$ cat config.mk
export PLATFORM = sky130hd
export DESIGN_NAME = fll_cfg_sequencer
export DESIGN_NICKNAME = d
export VERILOG_FILES = /design/src/rtl/fll_cfg_sequencer.sv
export SDC_FILE = /design/constraint.sdc
export NUM_CORES = 1
export LEC_CHECK = 0
export BUFFER_PORTS_ARGS = -buffer_cell sky130_fd_sc_hd__buf_4
export CAP_MARGIN = 20
export CORE_ASPECT_RATIO = 1.5
export CORE_MARGIN = 3
export CORE_UTILIZATION = 53
export CTS_CLUSTER_DIAMETER = 120
export DETAILED_ROUTE_END_ITERATION = 8
export PLACE_DENSITY_LB_ADDON = 0.2
export SYNTH_ARGS = -nofsm -noshare
export SYNTH_HDL_FRONTEND = slang
export SYNTH_SLANG_ARGS = --single-unit
$ cat constraint.sdc
create_clock -name clk -period 5.7 [get_ports clk]
set_clock_uncertainty 0.15 [all_clocks]
set_input_delay 1.14 -clock clk [delete_from_list [all_inputs] [get_ports clk]]
set_output_delay 1.14 -clock clk [all_outputs]
set_load 0.005 [all_outputs]
$ cat src/rtl/fll_cfg_sequencer.sv
// FLL configuration sequencer: takes one read/write command at a time, runs the 4-phase
// req/ack handshake towards the FLL config port, optionally waits for FLL lock after a write,
// and returns exactly one response with read data and timeout status.
module fll_cfg_sequencer #(
  parameter int unsigned ACK_TIMEOUT    = 255,
  parameter int unsigned LOCK_TIMEOUT   = 4095,
  parameter logic [1:0]  LOCK_WAIT_ADDR = 2'd1,
  parameter int unsigned SYNC_STAGES    = 2
) (
  input  logic        clk,
  input  logic        rst_n,
  input  logic        cmd_valid_i,
  output logic        cmd_ready_o,
  input  logic        cmd_wrn_i,
  input  logic [1:0]  cmd_addr_i,
  input  logic [31:0] cmd_wdata_i,
  input  logic        cmd_lock_wait_i,
  output logic        rsp_valid_o,
  input  logic        rsp_ready_i,
  output logic [31:0] rsp_rdata_o,
  output logic [1:0]  rsp_err_o,
  output logic        busy_o,
  output logic        fll_req_o,
  output logic        fll_wrn_o,
  output logic [1:0]  fll_add_o,
  output logic [31:0] fll_data_o,
  input  logic        fll_ack_i,
  input  logic [31:0] fll_r_data_i,
  input  logic        fll_lock_i
);

  localparam int unsigned MaxTo0     = (ACK_TIMEOUT > LOCK_TIMEOUT) ? ACK_TIMEOUT : LOCK_TIMEOUT;
  localparam int unsigned MaxTimeout = (MaxTo0 > 0) ? MaxTo0 : 1;
  localparam int unsigned CntW       = $clog2(MaxTimeout + 1);

  // Timeout fires on the edge where the count would reach the limit, so a wait lasts
  // exactly TIMEOUT cycles.
  localparam logic [CntW-1:0] AckLimit  = CntW'(ACK_TIMEOUT - 1);
  localparam logic [CntW-1:0] LockLimit = CntW'(LOCK_TIMEOUT - 1);
  localparam logic [CntW-1:0] CntMax    = '1;

  localparam logic [1:0] ErrOk   = 2'd0;
  localparam logic [1:0] ErrAck  = 2'd1;
  localparam logic [1:0] ErrLock = 2'd2;

  typedef enum logic [2:0] {StIdle, StReq, StAckLo, StLock, StResp} state_e;

  state_e            state_q, state_d;
  logic [CntW-1:0]   cnt_q, cnt_d;
  logic              lock_en_q, lock_en_d;
  logic              wrn_q, wrn_d;
  logic [1:0]        add_q, add_d;
  logic [31:0]       data_q, data_d;
  logic [31:0]       rdata_q, rdata_d;
  logic [1:0]        err_q, err_d;
  logic              req_q, req_d;
  logic              ready_q, ready_d;

  logic [SYNC_STAGES-1:0] ack_sync_q, lock_sync_q;
  logic                   ack, lock;
  logic                   ack_expired, lock_expired;

  // Synchronise the asynchronous FLL ack and lock inputs.
  always_ff @(posedge clk or negedge rst_n) begin
    if (!rst_n) begin
      ack_sync_q  <= '0;
      lock_sync_q <= '0;
    end else begin
      ack_sync_q  <= {ack_sync_q[SYNC_STAGES-2:0], fll_ack_i};
      lock_sync_q <= {lock_sync_q[SYNC_STAGES-2:0], fll_lock_i};
    end
  end

  assign ack  = ack_sync_q[SYNC_STAGES-1];
  assign lock = lock_sync_q[SYNC_STAGES-1];

  assign ack_expired  = (ACK_TIMEOUT != 0) && (cnt_q >= AckLimit);
  assign lock_expired = (LOCK_TIMEOUT != 0) && (cnt_q >= LockLimit);

  // Next-state, captured command/response fields and timeout counter.
  always_comb begin
    state_d   = state_q;
    lock_en_d = lock_en_q;
    wrn_d     = wrn_q;
    add_d     = add_q;
    data_d    = data_q;
    rdata_d   = rdata_q;
    err_d     = err_q;
    cnt_d     = cnt_q;

    unique case (state_q)
      StIdle: begin
        if (cmd_valid_i && ready_q) begin
          wrn_d     = cmd_wrn_i;
          add_d     = cmd_addr_i;
          data_d    = cmd_wdata_i;
          lock_en_d = cmd_lock_wait_i && !cmd_wrn_i && (cmd_addr_i == LOCK_WAIT_ADDR);
          rdata_d   = '0;
          err_d     = ErrOk;
          state_d   = StReq;
        end
      end
      StReq: begin
        if (ack) begin
          rdata_d = wrn_q ? fll_r_data_i : '0;
          state_d = StAckLo;
        end else if (ack_expired) begin
          rdata_d = '0;
          err_d   = ErrAck;
          state_d = StAckLo;
        end
      end
      StAckLo: begin
        if (!ack) begin
          // A failed handshake never proceeds to the lock wait.
          state_d = (lock_en_q && (err_q == ErrOk)) ? StLock : StResp;
        end else if (ack_expired) begin
          err_d   = ErrAck;
          state_d = StResp;
        end
      end
      StLock: begin
        if (lock) begin
          state_d = StResp;
        end else if (lock_expired) begin
          err_d   = ErrLock;
          state_d = StResp;
        end
      end
      StResp: begin
        if (rsp_ready_i) state_d = StIdle;
      end
      default: state_d = StIdle;
    endcase

    if (state_d != state_q) begin
      cnt_d = '0;
    end else if (((state_q == StReq) || (state_q == StAckLo) || (state_q == StLock)) &&
                 (cnt_q != CntMax)) begin
      cnt_d = cnt_q + CntW'(1);
    end

    req_d   = (state_d == StReq);
    ready_d = (state_d == StIdle);
  end

  // State and registered outputs; ready stays low until the first edge after reset.
  always_ff @(posedge clk or negedge rst_n) begin
    if (!rst_n) begin
      state_q   <= StIdle;
      cnt_q     <= '0;
      lock_en_q <= 1'b0;
      wrn_q     <= 1'b0;
      add_q     <= '0;
      data_q    <= '0;
      rdata_q   <= '0;
      err_q     <= ErrOk;
      req_q     <= 1'b0;
      ready_q   <= 1'b0;
    end else begin
      state_q   <= state_d;
      cnt_q     <= cnt_d;
      lock_en_q <= lock_en_d;
      wrn_q     <= wrn_d;
      add_q     <= add_d;
      data_q    <= data_d;
      rdata_q   <= rdata_d;
      err_q     <= err_d;
      req_q     <= req_d;
      ready_q   <= ready_d;
    end
  end

  assign cmd_ready_o = ready_q;
  assign rsp_valid_o = (state_q == StResp);
  assign rsp_rdata_o = rdata_q;
  assign rsp_err_o   = err_q;
  assign busy_o      = (state_q != StIdle);
  assign fll_req_o   = req_q;
  assign fll_wrn_o   = wrn_q;
  assign fll_add_o   = add_q;
  assign fll_data_o  = data_q;

endmodule

# [Yosys cells after proc, flatten, opt, wreduce, memory -nomap -nowiden]
# Index checks and enable logic that the tools add are counted.
[word_totals] regBits=91 word_cells=71 output_inout_bits=73 inputBits=74
[classes] magnitude_cmp=2 n_reduce_logical=18 eq_ne=14 addsub=1 mux=24
[op_table] operator="32-bit 2-to-1 mux" count=4
[op_table] operator="32-bit case mux with 2 select lines" count=1
[op_table] operator="3-bit 2-to-1 mux" count=9
[op_table] operator="12-bit 2-to-1 mux" count=2
[op_table] operator="3-bit case mux with 5 select lines" count=1
[op_table] operator="12-bit by 1-bit adder with 12-bit output (second input constant)" count=1
[op_table] operator="12-bit >= comparator (second input constant)" count=1
[op_table] operator="12-bit by 8-bit >= comparator with 1-bit output (second input constant)" count=1
[op_table] operator="2-bit 2-to-1 mux" count=6
[op_table] operator="12-bit inequality test (second input constant)" count=1
[op_table] operator="2-bit inequality test (second input constant)" count=5
[op_table] operator="2-bit case mux with 4 select lines" count=1
[op_table] operator="3-bit by 1-bit == test with 1-bit output (second input constant)" count=2
[op_table] operator="3-bit by 2-bit == test with 1-bit output (second input constant)" count=2
[op_table] operator="3-bit logical NOT" count=2
[op_table] operator="6-bit AND reduction" count=1
[op_table] operator="1-bit logical AND" count=5
[op_table] operator="2-bit nonzero test" count=2
[op_table] operator="4-bit nonzero test" count=1
[op_table] operator="3-bit == test (second input constant)" count=1
[op_table] operator="3-bit inequality test" count=1
[op_table] operator="3-bit inequality test (second input constant)" count=1
[op_table] operator="3-bit AND reduction" count=1
[op_table] operator="3-bit nonzero test" count=1
[op_table] operator="5 further kinds" count=6

# [Longest topological paths before layout]
[logic_depth] word_depth=7 mapped_depth=8 depth_no_buf=7

# [Least setup slack after synthesis]
# No wires, ideal clock.
[synth_path] path_kind="in2reg" from="input port cmd_valid_i" to="register cnt_q[10]" t_arrival_ns=2.157 required_ns=5.456 setup_slack_ns=3.300 path_stages=6 cell_sequence="nand2_1 -> nor2_1 -> a21o_1 -> or3_4 -> buf_6 -> a211oi_1"
[synth_between] elab_chain_len=5 word_cells_on_any_way=6 cone_classes="eq/ne: 1; mux: 3; reduce/logical: 2"
[synth_lines] element="from (decl)" line_no="12" rtl="input logic cmd_valid_i,"
[synth_lines] element="1-bit logical AND *" line_no="93" rtl="if (cmd_valid_i && ready_q) begin"
[synth_lines] element="3-bit 2-to-1 mux *" line_no="93"
[synth_lines] element="3-bit case mux with 5 select lines *" line_no="91" rtl="unique case (state_q)"
[synth_lines] element="3-bit inequality test *" line_no="136" rtl="if (state_d != state_q) begin"
[synth_lines] element="12-bit 2-to-1 mux or 2-bit nonzero test (tied branches)"
[synth_lines] element="to (signal assigned)" line_no="162" rtl="cnt_q <= cnt_d;"
[synth_lines] element="to (decl)" line_no="49" rtl="logic [CntW-1:0] cnt_q, cnt_d;"
# Every way passes the cells marked *; elsewhere a longest branch is shown, timed or not.
# A chain may end at the register's enable or synchronous reset.

# [Final worst setup path]
[layout_path] from="register state_q[2]" to="register cnt_q[0]"
[layout_between] elab_chain_len=5 word_cells_on_any_way=20 cone_classes="eq/ne: 5; mux: 10; reduce/logical: 5"
[layout_lines] element="from (decl)" line_no="48" rtl="state_e state_q, state_d;"
[layout_lines] element="from (signal assigned)" line_no="150" rtl="state_q <= StIdle;"
[layout_lines] element="from (signal assigned)" line_no="161" rtl="state_q <= state_d;"
[layout_lines] element="3-bit 2-to-1 mux (tied with other cells)" line_no="125" rtl="end else if (lock_expired) begin"
[layout_lines] element="3-bit 2-to-1 mux (tied with other cells)" line_no="123" rtl="if (lock) begin"
[layout_lines] element="3-bit case mux with 5 select lines or 1-bit logical OR (tied branches)" line_no="91, 138"
[layout_lines] element="3-bit inequality test or 1-bit logical AND (tied branches)" line_no="136, 138"
[layout_lines] element="12-bit 2-to-1 mux or 2-bit nonzero test (tied branches)"
# Parallel ways exist; a longest one is shown, timed or not.

==> impl_metrics.ini <==
[global_routing]
antenna_found_initial = 0
grt_pass1_wl_mm = 13.9
grt_start_max_net_pins = 66
track_usage = 0.222
grt-ovfl-total = 0
grt_pass1_vias = 2938

[clock_network]
cts_tree = yes
cts_resized = 0
cts-root-buf = clkbuf_8
hold_buffers = 0
clock_path_buffers = 2
cts_inserted_buffers = 9
postCtsSetupRepairBufs = 0
clock-sinks = 91
cts.clk_slew.worst_paths_ps = 90
htree_levels = 3
insertion_delay_ps = 360

[power]
pwr-share-seq = 0.407
p_leak_nw = 2.52
ir_drop_uv = 360
p_per_area_nw_per_um2 = 515
comb_power_share = 0.428
intPower_mw = 1.77
p_sw_mw = 0.897
p_clk_frac = 0.165
p_sw_frac = 0.336

[drt]
num_vias = 2885
drtAntennaViolNets = 0
wl_per_cell_um = 17.7
vias_per_cell = 5.67
drtIter0Drc = 151
routed_wl_mm = 9.02
drtPass1Iterations = 4
drc = 0

[final_layout]
drive_gt1_frac = 0.515
instances_no_fill = 509
num-nets-final = 502
diodes = 0
fin_area_um2 = 5180
area_growth_pct = 34.8

[critical_path]
worst_r2r_startpoint = state_q[2]
rr_worst_depth = 6
rr_endpoint = cnt_q[0]
critical_path_arrival_ps = 3010
r2r_slack_ps = 2810
worst-setup-path-type = register to register
slowest_stage = nor2_4
crit_chain = or3_1 -> nor2_4 -> a21o_1 -> o21ai_1 -> buf_4 -> a211oi_1
worstSetupStartpointType = register
crit_fanout = 38
cp-end-kind = register
cp.required_ps = 5810
max_stage_delay_ps = 810

[place]
place_congestion = 0.811
dpl.cell_count = 492
dp_hpwl_mm = 6.57
placed_area_um2 = 4980
numPortBuffers = 146

[floorplanning]
die_w_um = 75.6
placementRows = 37
start_util = 0.554
die_h_um = 110
io_pins = 147
core_area_um2 = 6940
dieArea_um2 = 8340

[worst_hold_path]
worstHoldPathType = register to register
holdPathStages = 0
min_to = ack_sync_q[1]
worstHoldStart = ack_sync_q[0]

[synthesis]
synth.cell_area_um2 = 3850
synth.avg_cell_area_um2 = 13.6
yosysUniqueCellTypes = 45
yosysWarnings = 0
synth.ff_latch_count = 91
ys_seq_area_frac = 0.592
synthesis.nets = 359
syn_inst = 283

[timing]
finalMaxSlewViolations = 0
rsz0062_at_grt = no
hold_viol_final = 0
period_needed_ps = 2890
slew_headroom = 0.318
tightest_slew_ps = 1020
finalSetupTns_ps = 0
setup_viol = 0
max_freq_ghz = 0.346
fin_crit_sh = 0.508

[run]
cap_violations = 0

[run_status]
status = complete, no violations
layout by cell type, fill, tap and decap left out, types with 2 or more instances in the layout:
cell type,n
a211oi_2,10
inv_1,6
clkbuf_8,9
nor2_2,2
nand2b_1,3
nand2_1,10
inv_6,2
a22o_1,32
xnor2_1,7
nand4_1,2
mux2_2,37
mux2i_1,2
a41oi_1,2
or2_2,2
xor2_1,4
a211oi_1,2
or3b_2,2
a21o_1,3
or3_1,2
nor3b_1,2
a21oi_1,3
and4_1,3
nor3_1,3
o21ai_0,4
nor4b_1,2
ha_1,2
nor2b_1,4
nand3_1,4
nor2_1,4
buf_4,150
dfrtp_1,91
metal layers:
layer | GRT usage | part of all wire | up-vias
li1 | - | - | 1322
met2 | 0.367 | 0.54 | 100
met3 | 0.0735 | 0.074 | 17
met1 | 0.259 | 0.36 | 1446
met4 | 0.0950 | 0.025 | 0
met5 | 0 | 0 | -
sequential cells by signal, summed over array words and instances, names as in the netlist:
signal	cells
lock_sync_q	2
lock_en_q	1
rsp_err_o	2
fll_wrn_o	1
ack_sync_q	2
cnt_q	12
fll_req_o	1
cmd_ready_o	1
fll_add_o	2
rsp_rdata_o	32
fll_data_o	32
state_q	3
power groups by stage:
stage | sequential, mW | combinational (mW) | clock (mW)
global placement | 1.08 | 1.13 | 0
CTS | 1.09 | 1.16 | 0.453
floorplan | 1.07 | 0.614 | 0
finish | 1.09 | 1.14 | 0.441
detailed placement | 1.10 | 1.15 | 0
global route | 1.12 | 1.25 | 0.475
worst max path at each step:
stage | startpoint | end | slack [ps] | cells past startpoint
6_report | state_q[2] | cnt_q[0] | 2810 | 6
5_1_grt | state_q[2] | cnt_q[0] | 2610 | 6
4_1_cts | state_q[2] | cnt_q[0] | 2630 | 5
3_5_place_dp | cmd_valid_i | cnt_q[0] | 2340 | 6
3_3_place_gp | cmd_valid_i | cnt_q[10] | 2410 | 6
2_1_floorplan | cmd_valid_i | cnt_q[10] | 3300 | 6
cell usage after synthesis:
cell	number	area share
inv_1	6	0.0059
buf_6	2	0.0059
nor2_1	7	0.0068
a2111o_1	1	0.0029
nor4_1	1	0.0016
o21ai_1	1	0.0013
a211o_1	1	0.0023
xor2_1	4	0.0091
nor2b_1	4	0.0065
buf_2	10	0.013
or2_2	2	0.0033
nand4_1	2	0.0033
and4_1	3	0.0068
or3_4	1	0.0029
a41oi_1	2	0.0046
a2111oi_4	1	0.0072
xnor2_1	7	0.016
or4_4	1	0.0029
nand3_1	4	0.0052
clkbuf_2	1	0.0013
nand2_1	10	0.0098
o32ai_1	1	0.0023
a211oi_1	2	0.0039
or3_1	2	0.0033
mux2_2	37	0.11
ha_1	2	0.0065
or3b_2	2	0.0046
o31a_1	1	0.0023
dfrtp_1	91	0.59
o21bai_1	1	0.0020
nor3b_1	2	0.0039
o21ai_0	4	0.0052
nor4bb_1	1	0.0026
o211ai_1	1	0.0020
nand2b_1	3	0.0049
a21o_1	3	0.0059
clkbuf_1	5	0.0049
nor4b_1	2	0.0046
a211oi_2	10	0.033
a22o_1	32	0.073
o211a_1	1	0.0026
nor3_1	3	0.0039
and2_1	1	0.0016
mux2i_1	2	0.0052
a21oi_1	3	0.0039
layout make-up:
cell class / instances / area [um2]
Sequential cell: 91 / 2280
Fill cell: 469 / 1760
Multi-Input combinational cell: 168 / 1460
Timing Repair Buffer: 150 / 1130
Clock buffer: 10 / 128
Tap cell: 78 / 97.6
Clock inverter: 6 / 71.3
Inverter: 6 / 22.5
critical path: cells and delay by family, from the launching register on:
kind                   cells  cell delay (ps)
AOI/OAI and AO/OA          3              610
DFF                        1              510
and+or+nand+nor            2             1290
buffers and inverters      1              240
through the flow:
stage	setup slack (ps)	hold WS [ps]	power, mW	utilization
5_1_grt	2610	216	2.85	0.747
3_5_place_dp	2340	193	2.25	0.717
6_report	2810	211	2.67	0.747
2_1_floorplan	3300	181	1.69	-
4_1_cts	2630	213	2.70	0.746
3_3_place_gp	2410	185	2.21	0.717
cells by family (layout without fill, tap and decap cells):
| kind of cell | after synthesis | count (layout) | share of synthesized area |
|---|---|---|---|
| DFF | 91 | 91 | 0.592 |
| AOI/OAI and AO/OA | 65 | 65 | 0.154 |
| and+or+nand+nor | 51 | 51 | 0.0784 |
| muxes | 39 | 39 | 0.114 |
| buffers and inverters | 24 | 172 | 0.0309 |
| xor gates and xnor gates | 11 | 11 | 0.0250 |
| adders and majority gates | 2 | 2 | 0.00651 |
(Power assumes the default switching activity.)
